## config.mk

```make
export PLATFORM = sky130hd
export DESIGN_NAME = chromakey_ctrl_flat
export DESIGN_NICKNAME = d
export VERILOG_FILES = /design/src/rtl/chromakey_ctrl_if.sv /design/src/rtl/chromakey_ctrl.sv /design/src/flat_wrapper.sv
export SDC_FILE = /design/constraint.sdc
export NUM_CORES = 1
export LEC_CHECK = 0
export ABC_AREA = 1
export CAP_MARGIN = 0
export CORE_MARGIN = 1.5
export CORE_UTILIZATION = 54
export CTS_CLUSTER_DIAMETER = 30
export DETAILED_ROUTE_END_ITERATION = 6
export PLACE_DENSITY = 0.9
export SLEW_MARGIN = 0
export SYNTH_ARGS = -nofsm -noshare
export SYNTH_HDL_FRONTEND = slang
export SYNTH_SLANG_ARGS = --single-unit
```

## constraint.sdc

```tcl
create_clock -name clk -period 1.8 [get_ports clk]
set_input_delay 0.18 -clock clk [delete_from_list [all_inputs] [get_ports clk]]
set_output_delay 0.18 -clock clk [all_outputs]
set_load 0.05 [all_outputs]
```

## src/rtl/chromakey_ctrl_if.sv

```systemverilog
// Host configuration write port of the chromakey controller.
//
// Handshake: a write transfers on a rising clock edge where cfg_wr and
// cfg_ready are both high. cfg_ready is driven only by the controller.
// While cfg_ready is low the host keeps cfg_wr, cfg_addr and cfg_wdata
// stable until a transfer edge occurs.
interface chromakey_ctrl_if;
  logic       cfg_wr;
  logic [1:0] cfg_addr;   // 0 = G_MIN, 1 = DR, 2 = DB, 3 = SATMIN
  logic [5:0] cfg_wdata;
  logic       cfg_ready;

  modport master (output cfg_wr, output cfg_addr, output cfg_wdata, input cfg_ready);
  modport slave  (input cfg_wr, input cfg_addr, input cfg_wdata, output cfg_ready);
endinterface

```

## src/rtl/chromakey_ctrl.sv

```systemverilog
// Chromakey configuration and statistics controller.
// Host writes land in staging registers. They reach the classifier only
// in the APPLY cycle that follows a frame_start, so a frame never sees a
// mix of two threshold sets. Background pixels are counted per frame, and
// the completed count is reported once per frame.
module chromakey_ctrl #(
  parameter logic [5:0] G_MIN_RST  = 6'd12,
  parameter logic [5:0] DR_RST     = 6'd3,
  parameter logic [5:0] DB_RST     = 6'd2,
  parameter logic [5:0] SATMIN_RST = 6'd6,
  parameter int         CNT_W      = 19
) (
  input  logic               clk,
  input  logic               reset,
  chromakey_ctrl_if.slave    cfg,
  input  logic               frame_start,
  input  logic               DE,
  input  logic               bg_pixel,
  output logic [5:0]         g_min,
  output logic [5:0]         dr,
  output logic [5:0]         db,
  output logic [5:0]         satmin,
  output logic               cfg_pending,
  output logic [CNT_W-1:0]   bg_count,
  output logic               stat_valid,
  output logic               cnt_sat,
  output logic [1:0]         dbg_state
);

  typedef enum logic [1:0] {
    S_IDLE  = 2'd0,
    S_RUN   = 2'd1,
    S_APPLY = 2'd2
  } state_t;

  localparam logic [CNT_W-1:0] CNT_MAX = '1;
  localparam logic [CNT_W-1:0] CNT_ONE = {{(CNT_W-1){1'b0}}, 1'b1};

  state_t           r_state;
  logic             r_cfg_ready;
  logic             r_cfg_pending;
  logic             r_late_wr;
  logic [5:0]       r_stg_g_min, r_stg_dr, r_stg_db, r_stg_satmin;
  logic [5:0]       r_g_min, r_dr, r_db, r_satmin;
  logic [CNT_W-1:0] r_acc;
  logic             r_sat;
  logic [CNT_W-1:0] r_bg_count;
  logic             r_cnt_sat;
  logic             r_stat_valid;

  logic             w_wr_acc;
  logic             w_inc;
  logic             w_acc_at_max;
  logic [CNT_W-1:0] w_acc_plus;
  logic             w_sat_drop;
  logic             w_report;

  assign w_wr_acc     = cfg.cfg_wr & r_cfg_ready;
  assign w_inc        = DE & bg_pixel;
  assign w_acc_at_max = (r_acc == CNT_MAX);
  // Saturating increment: a bg pixel seen at the maximum is dropped and flagged.
  assign w_acc_plus   = (w_inc && !w_acc_at_max) ? (r_acc + CNT_ONE) : r_acc;
  assign w_sat_drop   = w_inc & w_acc_at_max;
  // Reports happen on every frame_start except the first one out of IDLE.
  assign w_report     = frame_start & (r_state != S_IDLE);

  // Staging registers take every accepted host write; the last write wins.
  always_ff @(posedge clk) begin
    if (reset) begin
      r_stg_g_min  <= G_MIN_RST;
      r_stg_dr     <= DR_RST;
      r_stg_db     <= DB_RST;
      r_stg_satmin <= SATMIN_RST;
    end else if (w_wr_acc) begin
      case (cfg.cfg_addr)
        2'd0:    r_stg_g_min  <= cfg.cfg_wdata;
        2'd1:    r_stg_dr     <= cfg.cfg_wdata;
        2'd2:    r_stg_db     <= cfg.cfg_wdata;
        default: r_stg_satmin <= cfg.cfg_wdata;
      endcase
    end
  end

  // Control FSM: frame sequencing, the apply step, pending flag and write ready.
  always_ff @(posedge clk) begin
    if (reset) begin
      r_state       <= S_IDLE;
      r_cfg_ready   <= 1'b1;
      r_cfg_pending <= 1'b0;
      r_late_wr     <= 1'b0;
      r_g_min       <= G_MIN_RST;
      r_dr          <= DR_RST;
      r_db          <= DB_RST;
      r_satmin      <= SATMIN_RST;
    end else begin
      if (w_wr_acc) r_cfg_pending <= 1'b1;
      case (r_state)
        S_IDLE, S_RUN: begin
          // A write that coincides with the frame_start that launches APPLY
          // keeps the pending flag alive through that APPLY.
          r_late_wr <= w_wr_acc & frame_start & r_cfg_pending;
          if (frame_start) begin
            r_state     <= r_cfg_pending ? S_APPLY : S_RUN;
            r_cfg_ready <= ~r_cfg_pending;
          end
        end
        S_APPLY: begin
          r_g_min       <= r_stg_g_min;
          r_dr          <= r_stg_dr;
          r_db          <= r_stg_db;
          r_satmin      <= r_stg_satmin;
          r_cfg_pending <= r_late_wr;
          r_late_wr     <= 1'b0;
          r_state       <= S_RUN;
          r_cfg_ready   <= 1'b1;
        end
        default: begin
          r_state     <= S_IDLE;
          r_cfg_ready <= 1'b1;
        end
      endcase
    end
  end

  // Per-frame bg pixel accumulator and the report of the completed frame.
  always_ff @(posedge clk) begin
    if (reset) begin
      r_acc        <= '0;
      r_sat        <= 1'b0;
      r_bg_count   <= '0;
      r_cnt_sat    <= 1'b0;
      r_stat_valid <= 1'b0;
    end else begin
      r_stat_valid <= w_report;
      if (w_report) begin
        // The pixel on the frame_start cycle still belongs to the ending frame.
        r_bg_count <= w_acc_plus;
        r_cnt_sat  <= r_sat | w_sat_drop;
        r_acc      <= '0;
        r_sat      <= 1'b0;
      end else if (r_state != S_IDLE) begin
        r_acc <= w_acc_plus;
        r_sat <= r_sat | w_sat_drop;
      end
    end
  end

  assign cfg.cfg_ready = r_cfg_ready;
  assign g_min         = r_g_min;
  assign dr            = r_dr;
  assign db            = r_db;
  assign satmin        = r_satmin;
  assign cfg_pending   = r_cfg_pending;
  assign bg_count      = r_bg_count;
  assign stat_valid    = r_stat_valid;
  assign cnt_sat       = r_cnt_sat;
  assign dbg_state     = r_state;

endmodule

```

## src/flat_wrapper.sv

```systemverilog
// flat-port wrapper written by rule: the top's interface ports become plain ports
module chromakey_ctrl_flat 
#(
  parameter logic [5:0] G_MIN_RST  = 6'd12,
  parameter logic [5:0] DR_RST     = 6'd3,
  parameter logic [5:0] DB_RST     = 6'd2,
  parameter logic [5:0] SATMIN_RST = 6'd6,
  parameter int         CNT_W      = 19
)
  (clk, reset, frame_start, DE, bg_pixel, g_min, dr, db, satmin, cfg_pending, bg_count, stat_valid, cnt_sat, dbg_state, cfg_cfg_wr, cfg_cfg_addr, cfg_cfg_wdata, cfg_cfg_ready);
  chromakey_ctrl_if cfg_i ();
  input  logic clk;
  input  logic reset;
  input  logic frame_start;
  input  logic DE;
  input  logic bg_pixel;
  output logic [5:0] g_min;
  output logic [5:0] dr;
  output logic [5:0] db;
  output logic [5:0] satmin;
  output logic cfg_pending;
  output logic [CNT_W-1:0] bg_count;
  output logic stat_valid;
  output logic cnt_sat;
  output logic [1:0] dbg_state;
  input wire logic [$bits(cfg_i.cfg_wr)-1:0] cfg_cfg_wr;
  input wire logic [$bits(cfg_i.cfg_addr)-1:0] cfg_cfg_addr;
  input wire logic [$bits(cfg_i.cfg_wdata)-1:0] cfg_cfg_wdata;
  output wire logic [$bits(cfg_i.cfg_ready)-1:0] cfg_cfg_ready;
  assign cfg_i.cfg_wr = cfg_cfg_wr;
  assign cfg_i.cfg_addr = cfg_cfg_addr;
  assign cfg_i.cfg_wdata = cfg_cfg_wdata;
  assign cfg_cfg_ready = cfg_i.cfg_ready;
  chromakey_ctrl #(.G_MIN_RST(G_MIN_RST), .DR_RST(DR_RST), .DB_RST(DB_RST), .SATMIN_RST(SATMIN_RST), .CNT_W(CNT_W)) u_core (.clk(clk), .reset(reset), .cfg(cfg_i), .frame_start(frame_start), .DE(DE), .bg_pixel(bg_pixel), .g_min(g_min), .dr(dr), .db(db), .satmin(satmin), .cfg_pending(cfg_pending), .bg_count(bg_count), .stat_valid(stat_valid), .cnt_sat(cnt_sat), .dbg_state(dbg_state));
endmodule
```

==> out/qor.csv <==
metric;value;unit
status;finished, final reports clean;
synthesized area;4100;um2
clock network power share;29.4;%
vias per cell;5.23;
Internal;0.00303;W
Worst-Skew Late Latency;0.36;ns
num ports;63;
total gr overflow;0;
Synth Area per Inst;6.77;um2
cells along the critical path;clkdlybuf4s50_1;
num rows;31;
Req. time, crit path;1.62;ns
Finished Layout Cells;797;
DRT Pass-1 Iters;5;
Die Y;90.2;um
crit-path max cell delay;0.83;ns
Max-slew headroom;65.3;%
arrival time of the worst setup path;1.59;ns
Worst Skew;0.00713;ns
Seq cells post-synth;94;
Tot GR Track Use;26.5;%
crit-path leading delay family;buffers and inverters;
CTS tree;done;
synth top area cells;dfxtp_1 46%, nand2_1 17%, nor2_1 9.6%, nand3_1 6.0%, o21ai_0 4.9%;
clk sink count;94;
Die Wd;90.2;um
Netlist cell types;24;
Max VDD drop;485;uV
period utilization;98.4;%
top cell type's share of synthesized area;45.9;%
Placed Instances;782;
Final Hold Vio Count;0;
Reg clk slew, reported paths;0.09;ns
vias in the first global route;3925;
vias after detailed routing;4167;
setup TNS;0;ns
first-pass GRT wire length;17500;um
setup violators final;0;
sw power;0.00134;W
Fill cells;618;
fin crit period;1.77;ns
Seq/Total Area, Yosys;45.9;%
PwrDens;836;nW/um2
Crit Path Category;reg2out;
Sw Ratio;30.8;%
Initial Util;56.2;%
gpl congestion;0.901;
class of the worst hold path;in2reg;
CTS hold repair buffers;0;
antenna diode count;0;
routed wire length;10700;um
Critical Path Start Type;flop;
initial drt markers;244;
CTS HTree Levels;3;
Logic pwr share;18.9;%
# DRC;0;
commonest non-fill, non-tap cell in the layout;nand2_1;
LEAKAGE;2.51;nW
commonest cells after routing, fill and taps aside;189 x nand2_1, 102 x nor2_1, 94 x dfxtp_1, 60 x clkdlybuf4s50_1, 53 x inv_1;
clock buffer depth;2;
Final nets;709;
sequential group share of total power;51.8;%
Core Area;7290;um2
DIE AREA;8130;um2
cell taking the most area after synthesis;dfxtp_1;
number of CTS-inserted buffers;9;
syn_nets;621;
Area Growth Syn to Fin;27.4;%
share of cells above drive strength 1;10.3;%
DRT antenna net count;0;
fmax;0.565;GHz
largest net degree at the start of global routing;45;
Buffers on Ports;62;
Yosys warning total;0;
worst-path fanout max;4;
initial antenna violation count;0;
fin. max-slew vios;0;
RSZ-0062 raised after global routing;false;
Final HPWL DP;7590;um
clock root cell;clkbuf_8;
drt wl/cell;13.4;um
Max-cap violations;0;
WP buf/inv;1;
Slew @ Worst Pin;0.519;ns
crit path capture type;output port;
Synth Instances;606;
slowest CP cell;clkdlybuf4s50_1;
state kept, by name, indices dropped and copies added, names as in the netlist, 2 cells and up:
name	flops
u_core.r_stg_g_min	6
u_core.dbg_state	2
u_core.bg_count	19
u_core.g_min	6
u_core.r_stg_dr	6
u_core.dr	6
u_core.r_stg_db	6
u_core.r_stg_satmin	6
u_core.r_acc	19
u_core.satmin	6
u_core.db	6
timing repair:
item                       in CTS  in global routing
setup endpoints to repair      32                 34
hold endpoints to repair        0                  0
pin swaps                       0                  0
buffers inserted                0                  0
gates cloned                    0                  0
gates resized for setup         3                  4
worst register-to-register path, cell delays in order (launching register included):
cell and delay (ns):
dfxtp_1 0.35, ha_1 0.17, inv_1 0.07, nor2_4 0.11, buf_4 0.15, nand2_2 0.07
nor2_4 0.10, nand2_4 0.11, nand2_8 0.16, nand2_1 0.10, nand2_1 0.07, nand2_1 0.04
nand2_1 0.06, inv_1 0.03
cells in the mapped netlist (all sizes together):
cell      n
nand2   200
nor2    111
dfxtp    94
inv      54
nand3    49
o21ai    40
a21oi    17
clkbuf   13
buf       7
xor2      7
nor3      5
nand4     4
a31oi     1
clkinv    1
ha        1
nor3b     1
nor4      1
metal layers:
metal	vias to the layer above	wire length [um]	track usage, %
met5	-	0	0
met3	27	701	4.65
met1	1907	4360	30.3
met2	175	5310	47.3
met4	0	290	13.2
li1	2058	-	-
final timing paths:
kind	to	from	cells after the start	slack, ns
max	cfg_cfg_ready	u_core.cfg.cfg_ready	1	0.03
min	u_core.r_late_wr	cfg_cfg_wr	3	0.44
max reg2reg	u_core.r_acc[0]	u_core.r_acc[0]	13	0.13
min reg2reg	u_core.bg_count[18]	u_core.bg_count[18]	2	0.45
final cells by class:
class / instances / area, um2 / area share (%)
well taps: 99 / 124 / 2.37
flip-flops and latches: 94 / 1880 / 36.0
clock inverters: 5 / 35.0 / 0.670
clock buffers: 10 / 138 / 2.63
repair buffers: 97 / 906 / 17.3
multi-input cells: 437 / 1940 / 37.0
inverters: 55 / 206 / 3.95
through the flow:
stage	total power, W	utilization (%)	setup WS (ns)	hold slack [ns]	instance area, um2
after floorplan	0.00282	-	0.105	0.272	4100
after global placement	0.00309	69.0	-0.207	0.436	5030
after detailed placement	0.00312	69.0	-0.226	0.438	5030
after CTS	0.00437	71.4	0.0190	0.433	5210
after global routing	0.00455	71.7	0.00115	0.455	5230
final	0.00437	71.7	0.0291	0.439	5230
logic make-up after synthesis:
| family | synth area share [%] |
|---|---|
| and+or+nand+nor | 37.6 |
| DFF | 45.9 |
| adders and majority gates | 0.305 |
| xor gates and xnor gates | 1.49 |
| AOI/OAI and AO/OA | 7.11 |
| buffers and inverters | 7.57 |
power groups by stage:
stage / Combinational, W / Sequential [W] / Clock (W)
global placement: 0.000789 / 0.00230 / 0
finish: 0.000825 / 0.00226 / 0.00128
detailed placement: 0.000812 / 0.00231 / 0
global route: 0.000897 / 0.00227 / 0.00138
floorplan: 0.000362 / 0.00246 / 0
CTS: 0.000814 / 0.00226 / 0.00129
Note: power is estimated with default switching activity, not from simulation.
